`src/rtl/mem_arbiter_if.sv`:
```
//==============================================================================
// Module      : mem_arbiter_if
// Description : Fetch, data and RAM-side signals of the shared-RAM arbiter.
// Revision    : 1.0
//==============================================================================
`default_nettype none

interface mem_arbiter_if;
    logic        iREN;
    logic [31:0] iaddr;
    logic        ihit;
    logic [31:0] iload;
    logic        dREN;
    logic        dWEN;
    logic [31:0] daddr;
    logic [31:0] dstore;
    logic        dhit;
    logic [31:0] dload;
    logic        ramREN;
    logic        ramWEN;
    logic [31:0] ramaddr;
    logic [31:0] ramstore;
    logic [31:0] ramload;
    logic        ram_rdy;
    logic        mem_err;

    modport slave (
        input  iREN, iaddr, dREN, dWEN, daddr, dstore, ramload, ram_rdy,
        output ihit, iload, dhit, dload, ramREN, ramWEN, ramaddr, ramstore, mem_err
    );

    modport master (
        output iREN, iaddr, dREN, dWEN, daddr, dstore, ramload, ram_rdy,
        input  ihit, iload, dhit, dload, ramREN, ramWEN, ramaddr, ramstore, mem_err
    );
endinterface

`default_nettype wire

```
`src/rtl/mem_arbiter.sv`:
```
//==============================================================================
// Module      : mem_arbiter
// Description : Shares one single-port RAM between fetch and data, data first,
//               with a per-access timeout that aborts hung RAM accesses.
// Revision    : 1.0
//==============================================================================
`default_nettype none

module mem_arbiter #(
    parameter int unsigned TIMEOUT  = 16,
    parameter logic [31:0] ERR_WORD = 32'hBAD1BAD1
) (
    input  wire logic     clk,
    input  wire logic     rst,
    mem_arbiter_if.slave  bus
);
    localparam int unsigned          CNT_W    = $clog2(TIMEOUT);
    localparam logic [CNT_W-1:0]     CNT_LAST = CNT_W'(TIMEOUT - 1);

    typedef enum logic [1:0] {
        S_IDLE = 2'd0,
        S_IACC = 2'd1,
        S_DACC = 2'd2,
        S_DONE = 2'd3
    } state_t;

    state_t           state_q;
    logic [CNT_W-1:0] cnt_q;
    logic [31:0]      addr_q;
    logic [31:0]      store_q;
    logic             op_wr_q;
    logic             ren_q;
    logic             wen_q;
    logic             ihit_q;
    logic             dhit_q;
    logic [31:0]      iload_q;
    logic [31:0]      dload_q;
    logic             err_q;
    logic [31:0]      w_load;

    // A ready on the final counted cycle still counts as a normal completion.
    assign w_load = bus.ram_rdy ? bus.ramload : ERR_WORD;

    always_ff @(posedge clk) begin
        if (rst) begin
            state_q <= S_IDLE;
            cnt_q   <= '0;
            addr_q  <= '0;
            store_q <= '0;
            op_wr_q <= 1'b0;
            ren_q   <= 1'b0;
            wen_q   <= 1'b0;
            ihit_q  <= 1'b0;
            dhit_q  <= 1'b0;
            iload_q <= '0;
            dload_q <= '0;
            err_q   <= 1'b0;
        end else begin
            case (state_q)
                S_IDLE: begin
                    cnt_q <= '0;
                    if (bus.dREN || bus.dWEN) begin
                        state_q <= S_DACC;
                        addr_q  <= bus.daddr;
                        store_q <= bus.dWEN ? bus.dstore : 32'd0;
                        op_wr_q <= bus.dWEN;
                        ren_q   <= ~bus.dWEN;
                        wen_q   <= bus.dWEN;
                    end else if (bus.iREN) begin
                        state_q <= S_IACC;
                        addr_q  <= bus.iaddr;
                        store_q <= 32'd0;
                        op_wr_q <= 1'b0;
                        ren_q   <= 1'b1;
                        wen_q   <= 1'b0;
                    end
                end
                S_IACC, S_DACC: begin
                    cnt_q <= cnt_q + CNT_W'(1);
                    if (bus.ram_rdy || (cnt_q == CNT_LAST)) begin
                        state_q <= S_DONE;
                        ren_q   <= 1'b0;
                        wen_q   <= 1'b0;
                        if (state_q == S_IACC) begin
                            ihit_q  <= 1'b1;
                            iload_q <= w_load;
                        end else begin
                            dhit_q <= 1'b1;
                            if (!op_wr_q) begin
                                dload_q <= w_load;
                            end
                        end
                        if (!bus.ram_rdy) begin
                            err_q <= 1'b1;
                        end
                    end
                end
                S_DONE: begin
                    ihit_q  <= 1'b0;
                    dhit_q  <= 1'b0;
                    cnt_q   <= '0;
                    state_q <= S_IDLE;
                end
                default: state_q <= S_IDLE;
            endcase
        end
    end

    assign bus.ihit     = ihit_q;
    assign bus.iload    = iload_q;
    assign bus.dhit     = dhit_q;
    assign bus.dload    = dload_q;
    assign bus.ramREN   = ren_q;
    assign bus.ramWEN   = wen_q;
    assign bus.ramaddr  = addr_q;
    assign bus.ramstore = store_q;
    assign bus.mem_err  = err_q;

endmodule

`default_nettype wire
```
`src/flat_wrapper.sv`:
```
// flat-port wrapper written by rule: the top's interface ports become plain ports
module mem_arbiter_flat 
#(
    parameter int unsigned TIMEOUT  = 16,
    parameter logic [31:0] ERR_WORD = 32'hBAD1BAD1
)
  (clk, rst, bus_iREN, bus_iaddr, bus_dREN, bus_dWEN, bus_daddr, bus_dstore, bus_ramload, bus_ram_rdy, bus_ihit, bus_iload, bus_dhit, bus_dload, bus_ramREN, bus_ramWEN, bus_ramaddr, bus_ramstore, bus_mem_err);
  mem_arbiter_if bus_i ();
  input  wire logic clk;
  input  wire logic rst;
  input wire logic [$bits(bus_i.iREN)-1:0] bus_iREN;
  input wire logic [$bits(bus_i.iaddr)-1:0] bus_iaddr;
  input wire logic [$bits(bus_i.dREN)-1:0] bus_dREN;
  input wire logic [$bits(bus_i.dWEN)-1:0] bus_dWEN;
  input wire logic [$bits(bus_i.daddr)-1:0] bus_daddr;
  input wire logic [$bits(bus_i.dstore)-1:0] bus_dstore;
  input wire logic [$bits(bus_i.ramload)-1:0] bus_ramload;
  input wire logic [$bits(bus_i.ram_rdy)-1:0] bus_ram_rdy;
  output wire logic [$bits(bus_i.ihit)-1:0] bus_ihit;
  output wire logic [$bits(bus_i.iload)-1:0] bus_iload;
  output wire logic [$bits(bus_i.dhit)-1:0] bus_dhit;
  output wire logic [$bits(bus_i.dload)-1:0] bus_dload;
  output wire logic [$bits(bus_i.ramREN)-1:0] bus_ramREN;
  output wire logic [$bits(bus_i.ramWEN)-1:0] bus_ramWEN;
  output wire logic [$bits(bus_i.ramaddr)-1:0] bus_ramaddr;
  output wire logic [$bits(bus_i.ramstore)-1:0] bus_ramstore;
  output wire logic [$bits(bus_i.mem_err)-1:0] bus_mem_err;
  assign bus_i.iREN = bus_iREN;
  assign bus_i.iaddr = bus_iaddr;
  assign bus_i.dREN = bus_dREN;
  assign bus_i.dWEN = bus_dWEN;
  assign bus_i.daddr = bus_daddr;
  assign bus_i.dstore = bus_dstore;
  assign bus_i.ramload = bus_ramload;
  assign bus_i.ram_rdy = bus_ram_rdy;
  assign bus_ihit = bus_i.ihit;
  assign bus_iload = bus_i.iload;
  assign bus_dhit = bus_i.dhit;
  assign bus_dload = bus_i.dload;
  assign bus_ramREN = bus_i.ramREN;
  assign bus_ramWEN = bus_i.ramWEN;
  assign bus_ramaddr = bus_i.ramaddr;
  assign bus_ramstore = bus_i.ramstore;
  assign bus_mem_err = bus_i.mem_err;
  mem_arbiter #(.TIMEOUT(TIMEOUT), .ERR_WORD(ERR_WORD)) u_core (.clk(clk), .rst(rst), .bus(bus_i));
endmodule
```
`config.mk`:
```
export PLATFORM = sky130hd
export DESIGN_NAME = mem_arbiter_flat
export DESIGN_NICKNAME = d
export VERILOG_FILES = /design/src/rtl/mem_arbiter_if.sv /design/src/rtl/mem_arbiter.sv /design/src/flat_wrapper.sv
export SDC_FILE = /design/constraint.sdc
export NUM_CORES = 1
export LEC_CHECK = 0
export CORE_MARGIN = 4
export CORE_UTILIZATION = 41
export DETAILED_ROUTE_END_ITERATION = 7
export GPL_ROUTABILITY_DRIVEN = 0
export GPL_TIMING_DRIVEN = 1
export PLACE_DENSITY = 0.81
export REMOVE_ABC_BUFFERS = 1
export SYNTH_ARGS = -nofsm -noshare
export SYNTH_HDL_FRONTEND = slang
export SYNTH_SLANG_ARGS = --single-unit
export TNS_END_PERCENT = 5
```
`constraint.sdc`:
```
create_clock -name clk -period 2.5 [get_ports clk]
set_input_delay 0.625 -clock clk [delete_from_list [all_inputs] [get_ports clk]]
set_output_delay 0.625 -clock clk [all_outputs]
set_load 0.1 [all_outputs]
```
# --- After elaboration in Yosys (flattened, before gate mapping) ---
# Cells that the tools add are included.
totals:
  out_inout_bits: 133
  inputBits: 134
  reg_bits: 140
op_classes:
  reduce_logical: 16
  muxes: 24
  bitwise: 4
  eq_ne: 8
  n_addsub: 1
op_table:
  columns: ["cell", "count"]
  rows:
  - ["$mux W32", 6]
  - ["$reduce_and A3 Y1", 5]
  - ["$mux W1", 9]
  - ["$pmux W1 S2", 4]
  - ["$pmux W4 S2", 1]
  - ["$mux W2", 3]
  - ["$pmux W2 S3", 1]
  - ["$reduce_bool A2 Y1", 3]
  - ["$add A4 B1 Y4 const B", 1]
  - ["$eq A2 B2 Y1 const B", 2]
  - ["$eq A4 B4 Y1 const B", 1]
  - ["$ne A2 B1 Y1 const B", 2]
  - ["$not A1 Y1", 4]
  - ["$reduce_and A2 Y1", 2]
  - ["$reduce_and A4 Y1", 1]
  - ["$reduce_or A2 Y1", 2]
  - ["$ne A3 B2 Y1 const B", 1]
  - ["$eq A2 B1 Y1 const B", 1]
  - ["$logic_not A2 Y1", 1]
  - ["$logic_or A1 B1 Y1", 2]
  - ["$ne A2 B2 Y1 const B", 1]

# --- Depth between registers and ports, before layout ---
logic_depth:
  ltp_word: 4
  depth_mapped: 8
  depth_no_buf: 5

# --- Least setup slack after synthesis ---
# No wires, ideal clock.
synth_path:
  kind: "reg2reg"
  start: "register u_core.state_q[0]"
  end: "register u_core.ren_q (netlist: u_core.bus.ramREN)"
  t_arrival_ns: 1.710
  n_path_buf: 1
  path_stages_with_launch: 7
  slack_ns: 0.670
  t_required_ns: 2.379
  path_cell_list: "dfxtp_1 > inv_1 > ha_1 > buf_4 > nor2b_1 > a211oi_1 > mux2_2"
synth_via:
  elab_chain_cells: 4
synth_lines:
  columns: ["element", "line", "source"]
  rows:
  - ["start, declared", "mem_arbiter.sv:27", "state_t state_q;"]
  - ["start signal, assigned", "mem_arbiter.sv:46", "state_q <= S_IDLE;"]
  - ["start signal, assigned", "mem_arbiter.sv:63", "state_q <= S_DACC;"]
  - ["start signal, assigned", "mem_arbiter.sv:70", "state_q <= S_IACC;"]
  - ["$eq A2 B2 Y1 or $eq A2 B1 Y1 (tied branches)", "mem_arbiter.sv:59", "case (state_q)"]
  - ["$reduce_or A2 Y1", "mem_arbiter.sv:59", null]
  - ["$ne A2 B1 Y1 (no source line) or $reduce_bool A2 Y1 (tied branches)", null, null]
  - ["$reduce_and A3 Y1 (no source line)", null, null]
  - ["end signal, assigned", "mem_arbiter.sv:67", "ren_q <= ~bus.dWEN;"]
  - ["end, declared", "mem_arbiter.sv:32", "logic ren_q;"]
# Several ways; a longest one is shown, not always the timed one.
# A chain may end at the register's enable or synchronous reset.

# --- Final worst setup path ---
# Same ends and word-level chain as after synthesis.

==> results.cfg <==
[layout]
drive_above_1_share = 0.2540
area_growth_pct = 55.29
final_cell_area_sq_um = 8564
nNetsFinal = 1000

[power_and_ir_drop]
comb_power_share = 0.538
p_int_uw = 5695
pwr-share-clk = 0.208
netSwitchingFraction = 0.5277
powerDensity_nw_per_um2 = 1408
sequentialPowerShare = 0.253
p_leak_uw = 0.003443
max-vdd-ir-drop_v = 0.0009320
p_switching_uw = 6362

[global_route]
grtUsageTotal = 0.2102
overflow = 0
grt_pass1_vias = 5103
grt_start_max_net_pins = 67
antenna_found_initial = 0
grt_pass1_wl_microns = 25320

[yosys]
synth_cell_types = 41
ys_ff_latch = 140
synthMuxAreaShare = 0.009301
ys_seq_area_frac = 0.5082
synth-async-reset-ratio = 0
yosysMostFrequentCell = dfxtp_1
yosys.area_share.simple = 0.1547
netlist_top_cells_area = dfxtp_1, a21oi_1, nand2_1
synth_top_area_cell = dfxtp_1
yosys.area_share.xor_xnor = 0.003176
synthCells = 620
synth_compound_area_frac = 0.2548
netlist.area_leader.share = 0.5082
syn_area_sq_um = 5515
yosys.area_share.adder = 0.01134
ys_top_cells_by_count = dfxtp_1, nand2_1, a21oi_1
synth_area_per_cell_sq_um = 8.896
ys_warn_count = 0
synth_top_family_by_area = compound AO/OA/AOI/OAI gates
ys.flop_type = dfxtp_1
synth-edff-count = 0

[sta]
finalMaxSlewViolations = 0
final.setup_skew_ns = 0.009960
layout_min_cycle_time_ns = 2.033
slew_headroom = 0.6661
worstMarginPinSlew_ns = 0.4997
holdWs_ns = 0.4499
max_freq_mhz = 491.9
rsz0062_at_grt = no
fin_crit_sh = 0.8131
finalSetupTns_ns = 0
finalHoldViolCount = 0
setup_viol = 0

[die]
core-area_sq_um = 13190
dieWidth_microns = 124.0
die_area_sq_um = 15370
die_y_microns = 124.0
std_cell_rows = 42
num_io_pins = 267
start_util = 0.4181

[clock_tree]
cts.reportedPaths.clkPinSlew_ns = 0.07
post_cts_resized = 0
cts_sinks = 140
cts_max_level = 4
postCtsHoldBufs = 0
clkLatencyLatePin_ns = 0.42
clock_path_buffers = 2
ctsRootBufferMaster = clkbuf_16
cts_buffers = 17
cts_tree = built
cts_setup_buffers = 0

[critical_path]
cp.required_ns = 2.80
criticalPathCategory = flip-flop to flip-flop
cp_max_fo = 9
cp_data_arrival_time_ns = 2.34
cp-end-kind = flip-flop
startpoint_type = flip-flop

[routing]
num_vias = 5503
wl_per_cell_microns = 16.25
drt-vias-per-instance = 5.236
drt_first_pass_iters = 4
drc = 0
drtAntennaViolNets = 0
drt_iter0_drc = 443
wl_microns = 17080

[hold_path]
holdCritPathClass = flip-flop to flip-flop

[outcome]
outcome = finished clean

[placement]
placed_area_sq_um = 7963
hpwlAfterDp_microns = 12010
portBuffers = 266

[run]
drv_cap = 0
## metrics by stage
step | cells | utilization | setup slack [ns] | power, uW
2_1_floorplan | 559 | - | -0.3755 | 7946
3_3_place_gp | 1018 | 0.6037 | 0.1083 | 9578
3_5_place_dp | 1018 | 0.6037 | 0.07273 | 9629
4_1_cts | 1050 | 0.6491 | 0.4579 | 12150
5_1_grt | 1050 | 0.6491 | 0.3437 | 12550
6_report | 1051 | 0.6493 | 0.4672 | 12060
## sequential cells by signal (all words and copies together), names as in the netlist, 2 cells and up
register,cells
u_core.bus.dload,32
u_core.bus.iload,32
u_core.bus.ramaddr,32
u_core.bus.ramstore,32
u_core.cnt_q,4
u_core.state_q,2
## routing by layer
| layer | GRT usage | vias to the layer above | routed length (microns) |
|---|---|---|---|
| met5 | 0 | - | 0 |
| met4 | 0.08077 | 0 | 312 |
| met3 | 0.08492 | 23 | 1728 |
| met2 | 0.3521 | 213 | 8278 |
| met1 | 0.2401 | 2547 | 6759 |
| li1 | - | 2720 | - |
## placed cells by master, fill, tap and decap left out, types with 2 or more instances in the layout
| cell | count |
|---|---|
| inv_8 | 3 |
| clkdlybuf4s50_1 | 131 |
| o21ai_0 | 61 |
| or3_1 | 2 |
| inv_6 | 5 |
| buf_12 | 4 |
| a21oi_1 | 66 |
| o21a_1 | 3 |
| nand2_1 | 85 |
| nor2_1 | 39 |
| a31oi_1 | 3 |
| mux2i_1 | 4 |
| inv_1 | 10 |
| clkinv_4 | 3 |
| o221a_1 | 2 |
| nor2b_1 | 3 |
| nand3_1 | 52 |
| a311oi_1 | 35 |
| a211oi_1 | 2 |
| ha_1 | 5 |
| buf_4 | 147 |
| dfxtp_1 | 140 |
| clkbuf_16 | 17 |
| clkinv_8 | 2 |
| o221a_2 | 28 |
## power groups by stage
stage          Clock (uW)  Sequential [uW]  Combinational [uW]
6_report             2510             3060                6490
4_1_cts              2560             3060                6530
3_3_place_gp            0             3080                6490
5_1_grt              2660             3120                6770
3_5_place_dp            0             3100                6530
2_1_floorplan           0             6620                1330
## kinds of logic after synthesis
logic type                 Yosys count
AOI/OAI and AO/OA                  206
and+or+nand+nor                    191
DFF                                140
buffers and inverters               71
muxes                                5
adders and majority gates            5
xor gates and xnor gates             2
## worst max-delay path, stage by stage, from the launching register on
cell	delay [ns]
dfxtp_1	0.39
inv_1	0.08
ha_1	0.40
nor2b_1	0.23
a211oi_1	0.43
mux2_2	0.38
## final cells by class
class	instances	area, sq um
fillers	1142	4626
flip-flops and latches	140	2803
repair buffers	283	2500
multi-input cells	409	2402
clock buffers	17	425.4
well taps	176	220.2
clock inverters	15	173.9
inverters	10	37.54
diodes	1	2.502
## final timing paths
| kind | startpoint | to | slack (ns) | depth (start not counted) |
|---|---|---|---|---|
| setup reg to reg | u_core.state_q[0] | u_core.bus.ramREN | 0.47 | 5 |
| setup / recovery | u_core.state_q[0] | u_core.bus.ramREN | 0.47 | 5 |
| hold / removal | u_core.bus.ramstore[7] | u_core.bus.ramstore[7] | 0.45 | 2 |
| hold reg to reg | u_core.bus.ramstore[7] | u_core.bus.ramstore[7] | 0.45 | 2 |
Note: power is estimated with default switching activity, not from simulation.
